==> src/rtl/decode_stage_pipe_pkg.sv <==
// Shared decode constants: opcodes, func7 codes, load/store codes, ALU codes and helpers.
// Used by decode_stage_pipe and decode_ctrl_gen.
package decode_stage_pipe_pkg;

   localparam logic [6:0] OPCODE_RTYPE = 7'b0110011;
   localparam logic [6:0] OPCODE_ITYPE = 7'b0010011;
   localparam logic [6:0] OPCODE_ILOAD = 7'b0000011;
   localparam logic [6:0] OPCODE_IJALR = 7'b1100111;
   localparam logic [6:0] OPCODE_STYPE = 7'b0100011;
   localparam logic [6:0] OPCODE_BTYPE = 7'b1100011;
   localparam logic [6:0] OPCODE_JTYPE = 7'b1101111;
   localparam logic [6:0] OPCODE_UTYPE = 7'b0110111;
   localparam logic [6:0] OPCODE_AUIPC = 7'b0010111;

   localparam logic [6:0] FUNC7_ADD = 7'b0000000;
   localparam logic [6:0] FUNC7_SUB = 7'b0100000;
   localparam logic [6:0] FUNC7_SRA = 7'b0100000;

   localparam logic [2:0] LOAD_LB  = 3'd0;
   localparam logic [2:0] LOAD_LH  = 3'd1;
   localparam logic [2:0] LOAD_LW  = 3'd2;
   localparam logic [2:0] LOAD_LBU = 3'd3;
   localparam logic [2:0] LOAD_LHU = 3'd4;
   localparam logic [2:0] LOAD_DEF = 3'd7;

   localparam logic [1:0] STORE_SB  = 2'd0;
   localparam logic [1:0] STORE_SH  = 2'd1;
   localparam logic [1:0] STORE_SW  = 2'd2;
   localparam logic [1:0] STORE_DEF = 2'd3;

   localparam logic [3:0] ALU_ADD = 4'd0;
   localparam logic [3:0] ALU_SUB = 4'd1;
   localparam logic [3:0] ALU_AND = 4'd2;
   localparam logic [3:0] ALU_OR  = 4'd3;
   localparam logic [3:0] ALU_XOR = 4'd4;

   localparam logic [4:0] ZERO_REG = 5'd0;

   typedef enum logic [2:0] {
      IMM_NONE,
      IMM_I,
      IMM_S,
      IMM_B,
      IMM_J,
      IMM_U
   } imm_fmt_e;

   function automatic logic uses_rs2(input logic [6:0] opc);
      return (opc == OPCODE_RTYPE) || (opc == OPCODE_STYPE) || (opc == OPCODE_BTYPE);
   endfunction

endpackage

==> src/rtl/decode_stage_pipe_ctrl_gen.sv <==
// decode_ctrl_gen: combinational opcode/func decode into controls and a sign-extended immediate.
// Register-range checks are left to the caller, which knows the register count.
module decode_ctrl_gen
   import decode_stage_pipe_pkg::*;
#(
   parameter int XLEN = 32
) (
   input  logic [31:0]     instr_i,
   output logic [XLEN-1:0] imm_o,
   output logic            alu_src_o,
   output logic            mem_read_o,
   output logic            mem_write_o,
   output logic [2:0]      load_type_o,
   output logic [1:0]      store_type_o,
   output logic            wb_reg_file_o,
   output logic            invalid_o,
   output logic            use_rs1_o,
   output logic            use_rs2_o,
   output logic            use_rd_o
);

   logic [6:0]  opcode;
   logic [2:0]  func3;
   logic [6:0]  func7;
   logic [4:0]  rd;
   imm_fmt_e    imm_fmt;
   logic [31:0] imm32;
   logic        bad_enc;
   logic        wb_cand;
   logic        is_load;
   logic        is_store;

   assign opcode = instr_i[6:0];
   assign func3  = instr_i[14:12];
   assign func7  = instr_i[31:25];
   assign rd     = instr_i[11:7];

   always_comb begin
      imm_fmt     = IMM_NONE;
      bad_enc     = 1'b0;
      wb_cand     = 1'b0;
      is_load     = 1'b0;
      is_store    = 1'b0;
      use_rs1_o   = 1'b0;
      use_rd_o    = 1'b0;
      load_type_o  = LOAD_DEF;
      store_type_o = STORE_DEF;
      case (opcode)
         OPCODE_RTYPE: begin
            use_rs1_o = 1'b1;
            use_rd_o  = 1'b1;
            wb_cand   = 1'b1;
            // 0100000 covers both SUB and SRA
            if (func7 != FUNC7_ADD && func7 != FUNC7_SUB) bad_enc = 1'b1;
         end
         OPCODE_ITYPE, OPCODE_IJALR: begin
            imm_fmt   = IMM_I;
            use_rs1_o = 1'b1;
            use_rd_o  = 1'b1;
            wb_cand   = 1'b1;
         end
         OPCODE_ILOAD: begin
            imm_fmt   = IMM_I;
            use_rs1_o = 1'b1;
            use_rd_o  = 1'b1;
            wb_cand   = 1'b1;
            is_load   = 1'b1;
            case (func3)
               3'b000:  load_type_o = LOAD_LB;
               3'b001:  load_type_o = LOAD_LH;
               3'b010:  load_type_o = LOAD_LW;
               3'b100:  load_type_o = LOAD_LBU;
               3'b101:  load_type_o = LOAD_LHU;
               default: load_type_o = LOAD_DEF;
            endcase
            if (load_type_o == LOAD_DEF) bad_enc = 1'b1;
         end
         OPCODE_STYPE: begin
            imm_fmt   = IMM_S;
            use_rs1_o = 1'b1;
            is_store  = 1'b1;
            case (func3)
               3'b000:  store_type_o = STORE_SB;
               3'b001:  store_type_o = STORE_SH;
               3'b010:  store_type_o = STORE_SW;
               default: store_type_o = STORE_DEF;
            endcase
            if (store_type_o == STORE_DEF) bad_enc = 1'b1;
         end
         OPCODE_BTYPE: begin
            imm_fmt   = IMM_B;
            use_rs1_o = 1'b1;
         end
         OPCODE_JTYPE: begin
            imm_fmt  = IMM_J;
            use_rd_o = 1'b1;
            wb_cand  = 1'b1;
         end
         OPCODE_UTYPE, OPCODE_AUIPC: begin
            imm_fmt  = IMM_U;
            use_rd_o = 1'b1;
            wb_cand  = 1'b1;
         end
         default: bad_enc = 1'b1;
      endcase
   end

   always_comb begin
      case (imm_fmt)
         IMM_I:   imm32 = {{20{instr_i[31]}}, instr_i[31:20]};
         IMM_S:   imm32 = {{20{instr_i[31]}}, instr_i[31:25], instr_i[11:7]};
         IMM_B:   imm32 = {{19{instr_i[31]}}, instr_i[31], instr_i[7], instr_i[30:25],
                           instr_i[11:8], 1'b0};
         IMM_J:   imm32 = {{11{instr_i[31]}}, instr_i[31], instr_i[19:12], instr_i[20],
                           instr_i[30:21], 1'b0};
         IMM_U:   imm32 = {instr_i[31:12], 12'b0};
         default: imm32 = '0;
      endcase
   end

   assign imm_o         = XLEN'($signed(imm32));
   assign use_rs2_o     = uses_rs2(opcode);
   assign alu_src_o     = !(opcode == OPCODE_RTYPE || opcode == OPCODE_BTYPE);
   assign mem_read_o    = is_load & ~bad_enc;
   assign mem_write_o   = is_store & ~bad_enc;
   assign wb_reg_file_o = wb_cand & (rd != ZERO_REG) & ~bad_enc;
   assign invalid_o     = bad_enc;

endmodule

==> src/rtl/decode_stage_pipe.sv <==
// Decode stage: register-file read, load-use hazard bubble and registered ID/EX stage.
// Optional WB_BYPASS_EN macro adds a same-cycle write-through from the WB port to the operands.
module decode_stage_pipe
   import decode_stage_pipe_pkg::*;
#(
   parameter int XLEN     = 32,
   parameter int NUM_REGS = 32
) (
   input  logic            clk,
   input  logic            rst,
   input  logic            in_valid,
   output logic            in_ready,
   input  logic [31:0]     instruction_in,
   input  logic [XLEN-1:0] pc_in,
   input  logic            id_flush,
   input  logic            wb_wr_en,
   input  logic [4:0]      wb_wr_addr,
   input  logic [XLEN-1:0] wb_wr_data,
   input  logic            ex_ready,
   output logic            ex_valid,
   output logic [XLEN-1:0] ex_pc,
   output logic [XLEN-1:0] ex_op1,
   output logic [XLEN-1:0] ex_op2,
   output logic [XLEN-1:0] ex_imm,
   output logic [4:0]      ex_rs1,
   output logic [4:0]      ex_rs2,
   output logic [4:0]      ex_rd,
   output logic [6:0]      ex_opcode,
   output logic [2:0]      ex_func3,
   output logic [6:0]      ex_func7,
   output logic            ex_alu_src,
   output logic            ex_mem_read,
   output logic            ex_mem_write,
   output logic [2:0]      ex_load_type,
   output logic [1:0]      ex_store_type,
   output logic            ex_wb_reg_file,
   output logic            ex_invalid_inst,
   output logic            load_use_stall
);

   localparam int         AW    = $clog2(NUM_REGS);
   localparam logic [5:0] NREGS = 6'(NUM_REGS);

   typedef struct packed {
      logic            valid;
      logic [XLEN-1:0] pc;
      logic [XLEN-1:0] op1;
      logic [XLEN-1:0] op2;
      logic [XLEN-1:0] imm;
      logic [4:0]      rs1;
      logic [4:0]      rs2;
      logic [4:0]      rd;
      logic [6:0]      opcode;
      logic [2:0]      func3;
      logic [6:0]      func7;
      logic            alu_src;
      logic            mem_read;
      logic            mem_write;
      logic [2:0]      load_type;
      logic [1:0]      store_type;
      logic            wb_reg_file;
      logic            invalid_inst;
   } ex_t;

   function automatic logic idx_ok(input logic [4:0] idx);
      return {1'b0, idx} < NREGS;
   endfunction

   logic [XLEN-1:0] rf_q [NUM_REGS];
   logic [XLEN-1:0] rf_d [NUM_REGS];
   ex_t             ex_q;
   ex_t             ex_d;

   logic [6:0]      opcode;
   logic [4:0]      rs1_idx;
   logic [4:0]      rs2_idx;
   logic [4:0]      rd_idx;
   logic [XLEN-1:0] rs1_val;
   logic [XLEN-1:0] rs2_val;
   logic [XLEN-1:0] ctrl_imm;
   logic            ctrl_alu_src;
   logic            ctrl_mem_read;
   logic            ctrl_mem_write;
   logic [2:0]      ctrl_load_type;
   logic [1:0]      ctrl_store_type;
   logic            ctrl_wb;
   logic            ctrl_invalid;
   logic            use_rs1;
   logic            use_rs2;
   logic            use_rd;
   logic            range_bad;
   logic            adv;

   assign opcode  = instruction_in[6:0];
   assign rs1_idx = instruction_in[19:15];
   assign rs2_idx = instruction_in[24:20];
   assign rd_idx  = instruction_in[11:7];

   decode_ctrl_gen #(.XLEN(XLEN)) u_ctrl_gen (
      .instr_i       (instruction_in),
      .imm_o         (ctrl_imm),
      .alu_src_o     (ctrl_alu_src),
      .mem_read_o    (ctrl_mem_read),
      .mem_write_o   (ctrl_mem_write),
      .load_type_o   (ctrl_load_type),
      .store_type_o  (ctrl_store_type),
      .wb_reg_file_o (ctrl_wb),
      .invalid_o     (ctrl_invalid),
      .use_rs1_o     (use_rs1),
      .use_rs2_o     (use_rs2),
      .use_rd_o      (use_rd)
   );

   always_comb begin
      rf_d = rf_q;
      if (wb_wr_en && wb_wr_addr != ZERO_REG && idx_ok(wb_wr_addr))
         rf_d[wb_wr_addr[AW-1:0]] = wb_wr_data;
   end

   always_ff @(posedge clk or negedge rst) begin
      if (!rst) rf_q <= '{default: '0};
      else      rf_q <= rf_d;
   end

   always_comb begin
      rs1_val = '0;
      rs2_val = '0;
      if (rs1_idx != ZERO_REG && idx_ok(rs1_idx)) rs1_val = rf_q[rs1_idx[AW-1:0]];
      if (rs2_idx != ZERO_REG && idx_ok(rs2_idx)) rs2_val = rf_q[rs2_idx[AW-1:0]];
`ifdef WB_BYPASS_EN
      if (wb_wr_en && wb_wr_addr == rs1_idx && rs1_idx != ZERO_REG && idx_ok(rs1_idx))
         rs1_val = wb_wr_data;
      if (wb_wr_en && wb_wr_addr == rs2_idx && rs2_idx != ZERO_REG && idx_ok(rs2_idx))
         rs2_val = wb_wr_data;
`endif
   end

   assign range_bad = (use_rs1 & ~idx_ok(rs1_idx)) | (use_rs2 & ~idx_ok(rs2_idx))
                    | (use_rd & ~idx_ok(rd_idx));

   // rs1 is compared for every opcode; only rs2 is qualified by use
   assign load_use_stall = in_valid & ex_q.valid & ex_q.mem_read & (ex_q.rd != ZERO_REG)
                         & ((rs1_idx == ex_q.rd) | ((rs2_idx == ex_q.rd) & uses_rs2(opcode)));
   assign adv      = ~ex_q.valid | ex_ready;
   assign in_ready = adv & ~load_use_stall;

   always_comb begin
      ex_d = ex_q;
      if (adv) begin
         if (id_flush || !in_valid || load_use_stall) begin
            ex_d            = '0;
            ex_d.load_type  = LOAD_DEF;
            ex_d.store_type = STORE_DEF;
         end else begin
            ex_d.valid        = 1'b1;
            ex_d.pc           = pc_in;
            ex_d.op1          = rs1_val;
            ex_d.op2          = rs2_val;
            ex_d.imm          = ctrl_imm;
            ex_d.rs1          = rs1_idx;
            ex_d.rs2          = rs2_idx;
            ex_d.rd           = rd_idx;
            ex_d.opcode       = opcode;
            ex_d.func3        = instruction_in[14:12];
            ex_d.func7        = instruction_in[31:25];
            ex_d.alu_src      = ctrl_alu_src;
            ex_d.mem_read     = ctrl_mem_read & ~range_bad;
            ex_d.mem_write    = ctrl_mem_write & ~range_bad;
            ex_d.load_type    = ctrl_load_type;
            ex_d.store_type   = ctrl_store_type;
            ex_d.wb_reg_file  = ctrl_wb & ~range_bad;
            ex_d.invalid_inst = ctrl_invalid | range_bad;
         end
      end
   end

   always_ff @(posedge clk or negedge rst) begin
      if (!rst) begin
         ex_q            <= '0;
         ex_q.load_type  <= LOAD_DEF;
         ex_q.store_type <= STORE_DEF;
      end else begin
         ex_q <= ex_d;
      end
   end

   assign ex_valid        = ex_q.valid;
   assign ex_pc           = ex_q.pc;
   assign ex_op1          = ex_q.op1;
   assign ex_op2          = ex_q.op2;
   assign ex_imm          = ex_q.imm;
   assign ex_rs1          = ex_q.rs1;
   assign ex_rs2          = ex_q.rs2;
   assign ex_rd           = ex_q.rd;
   assign ex_opcode       = ex_q.opcode;
   assign ex_func3        = ex_q.func3;
   assign ex_func7        = ex_q.func7;
   assign ex_alu_src      = ex_q.alu_src;
   assign ex_mem_read     = ex_q.mem_read;
   assign ex_mem_write    = ex_q.mem_write;
   assign ex_load_type    = ex_q.load_type;
   assign ex_store_type   = ex_q.store_type;
   assign ex_wb_reg_file  = ex_q.wb_reg_file;
   assign ex_invalid_inst = ex_q.invalid_inst;

endmodule
==> config.mk <==
export PLATFORM = sky130hd
export DESIGN_NAME = decode_stage_pipe
export DESIGN_NICKNAME = d
export VERILOG_FILES = /design/src/rtl/decode_stage_pipe_pkg.sv /design/src/rtl/decode_stage_pipe_ctrl_gen.sv /design/src/rtl/decode_stage_pipe.sv
export SDC_FILE = /design/constraint.sdc
export NUM_CORES = 2
export LEC_CHECK = 0
export ABC_AREA = 1
export ABC_CLOCK_PERIOD_IN_PS = 2900
export CORE_AREA = 2 2 364 366
export DETAILED_ROUTE_END_ITERATION = 12
export DIE_AREA = 0 0 366 368
export PLACE_DENSITY = 0.71
export SYNTH_ARGS = -nofsm -noshare
export SYNTH_HDL_FRONTEND = slang
export SYNTH_HIERARCHICAL = 1
export SYNTH_SLANG_ARGS = --single-unit
==> constraint.sdc <==
create_clock -name clk -period 2.9 [get_ports clk]
set_input_delay 0.435 -clock clk [delete_from_list [all_inputs] [get_ports clk]]
set_output_delay 0.435 -clock clk [all_outputs]
set_load 0.01 [all_outputs]
==> flow_summary.json <==
{
  "fp.dieArea_sq_um": 135000,
  "fin_setup_tns_ps": 0,
  "final_core_util_pct": 57.0,
  "power_density_nw_per_um2": 649,
  "crit_slowest_cell": "dfrtp_2",
  "p_total_mw": 48.4,
  "rr_startpoint": "ex_rd[4]",
  "ir_drop_mv": 0.670,
  "cts.sinks": 1195,
  "path_clk_slew_ps": 60,
  "startpoint_type": "register",
  "vias_per_cell": 5.93,
  "rsz0062_at_grt": "false",
  "final_cells": 10960,
  "syn_inst": 9207,
  "core-area_sq_um": 131000,
  "path_class": "reg -> out",
  "finalMaxSlewViolations": 0,
  "finalCritPeriodShare_pct": 95.6,
  "grt_pass1_vias": 60328,
  "syn-num-nets": 9314,
  "critPathArrivalTime_ps": 2340,
  "clock_latency_ps": 780,
  "die_h_microns": 368,
  "cp_common_cell": "nand2_1",
  "dr.pass1.iters": 8,
  "r2r_end": "ex_imm[25]",
  "power_leakage_nw": 36.3,
  "dp_hpwl_mm": 142,
  "cp_num_cells": 11,
  "numPortBuffers": 279,
  "crit_chain": "inv_1 -> nand2_1 -> nand2_1 -> nand2_1 -> nor2_1 -> nand2_1 -> nand2_1 -> nand2_1 -> inv_2 -> buf_12 -> dlygate4sd2_1",
  "tightest_slew_ps": 1170,
  "outcome": "completed",
  "grt_usage_pct": 35.5,
  "crit_family": "buffers and inverters",
  "crit_start": "ex_rd[3]",
  "drive_gt1_share_pct": 5.83,
  "start_util_pct": 49.8,
  "root_buffer": "clkbuf_16",
  "routed_wl_mm": 243,
  "num_vias": 65031,
  "num-nets-final": 9203,
  "crit_path_end": "load_use_stall",
  "min_path_type": "in -> reg",
  "reg2regPathDepth": 14,
  "place_congestion": 0.893,
  "ant_nets": 0,
  "top_layer": "met5",
  "wl_met3_mm": 29.1,
  "cts_max_level": 4,
  "cts_tree": "yes",
  "crit_fanout": 4,
  "fin_crit_ps": 2770,
  "dr_wl_met2_mm": 105,
  "skew_ps": 24.4,
  "drt_iter0_markers": 9934,
  "clk_path_buf_depth": 3,
  "cts_buffers": 137,
  "m1WireLength_mm": 96.6,
  "reg2reg_slack_ps": 510,
  "required_ps": 2470,
  "wire_per_inst_microns": 22.2,
  "io_pins": 280,
  "clock.fmax_mhz": 361,
  "grt_antenna_before_repair": 23,
  "dpl.cell_count": 10710,
  "die_width_microns": 366,
  "max_cap_viol_count": 0,
  "grt_max_degree": 152,
  "setup_viol": 0,
  "cp_num_buf_inv": 4,
  "synth_area_sq_um": 65100,
  "hold_violations": 0,
  "drcViolationCount": 0,
  "overflow": 0,
  "grt_pass1_wl_mm": 369,
  "syn_area_per_cell_sq_um": 7.07,
  "yosysWarnings": 6,
  "slowest_delay_ps": 470,
  "critPathCaptureType": "output pin",
  "synthToLayoutAreaGrowth_pct": 14.5,
  "max_slew_margin_pct": 21.8,
  "floorplan.rows": 133
}
==> power by group <==
group          leakage [nW]  switching, mW  internal (mW)
registers              15.4           1.84           19.5
clock network          2.25           7.25           10.5
logic                  18.6           5.99           3.34
==> routing by layer <==
metal / vias up / global-route usage [%]
met4: 6 / 17.0
met3: 710 / 7.44
met1: 30851 / 48.7
met2: 4078 / 53.9
met5: - / 0
li1: 29386 / -
==> placed cells by master, fill, tap and decap left out, types with 2 or more instances in the layout <==
master / n
clkdlybuf4s50_1: 266
clkbuf_8: 35
buf_8: 4
dfrtp_2: 2
clkbuf_16: 145
a21oi_1: 216
dfstp_2: 5
buf_4: 122
a31o_2: 6
clkbuf_1: 25
nor3_1: 6
o21ai_0: 1211
nand2_2: 31
nand3_2: 3
buf_12: 98
inv_1: 735
nand2_4: 3
nor2_1: 589
dlygate4sd2_1: 2
diode_2: 12
dfrtp_1: 1188
bufinv_16: 6
nand4_1: 4
clkinvlp_4: 2
clkinv_8: 2
nand2_1: 3255
buf_2: 3
nor2_4: 13
nand3_1: 599
inv_2: 15
clkinv_2: 16
o211ai_1: 539
nor3_2: 8
inv_6: 7
o21ai_1: 17
nor2_2: 4
==> metrics by stage <==
step	hold slack [ps]	setup WS (ps)	cell area, sq um
CTS	73.7	7.62	74500
global route	94.4	2.73	74600
floorplan	139	1080	65100
global placement	378	162	70000
finish	110	126	74600
detailed placement	380	162	70000
==> worst min-delay path by stage <==
| stage | from | slack (ps) | cells after the start | end |
|---|---|---|---|---|
| after floorplan | rst | 140 | 0 | ex_alu_src |
| after global placement | rst | 380 | 1 | rf_q[18] |
| after detailed placement | rst | 380 | 1 | rf_q[18] |
| after CTS | instruction_in[20] | 70 | 5 | ex_imm[0] |
| after global routing | instruction_in[20] | 90 | 5 | ex_imm[0] |
| final | instruction_in[23] | 110 | 3 | ex_rs2[3] |
==> registers in the layout (all words and copies together), names as in the netlist <==
signal and count:
ex_invalid_inst 1, ex_rs2 5, ex_func3 3, ex_valid 1
ex_op1 32, ex_alu_src 1, ex_mem_read 1, ex_store_type 2
ex_op2 32, ex_func7 7, ex_load_type 3, ex_imm 32
ex_opcode 7, rf_q 1024, ex_pc 32, ex_wb_reg_file 1
ex_rs1 5, ex_rd 5, ex_mem_write 1
==> cell type report <==
class                   count  area, sq um
fillers                 12109        56200
diodes                     12         30.0
clock inverters            31          355
well taps                1755         2200
inverters                 756         2860
clock buffers             205         4200
multi-input cells        6509        29400
repair buffers            497         5650
flip-flops and latches   1195        29900
==> what timing repair did <==
item,in CTS,in global routing
setup buffers,0,1
setup endpoints to repair,2,2
cloned,0,0
resized for setup,6,1
hold buffers,1,0
hold endpoints to repair,125,0
==> tightest hold or removal path: cells and delay by family <==
family,cells,cell delay [ps]
AO/OA/AOI/OAI,1,100
buffers and inverters,2,290
Power figures use the tool's default switching activity.
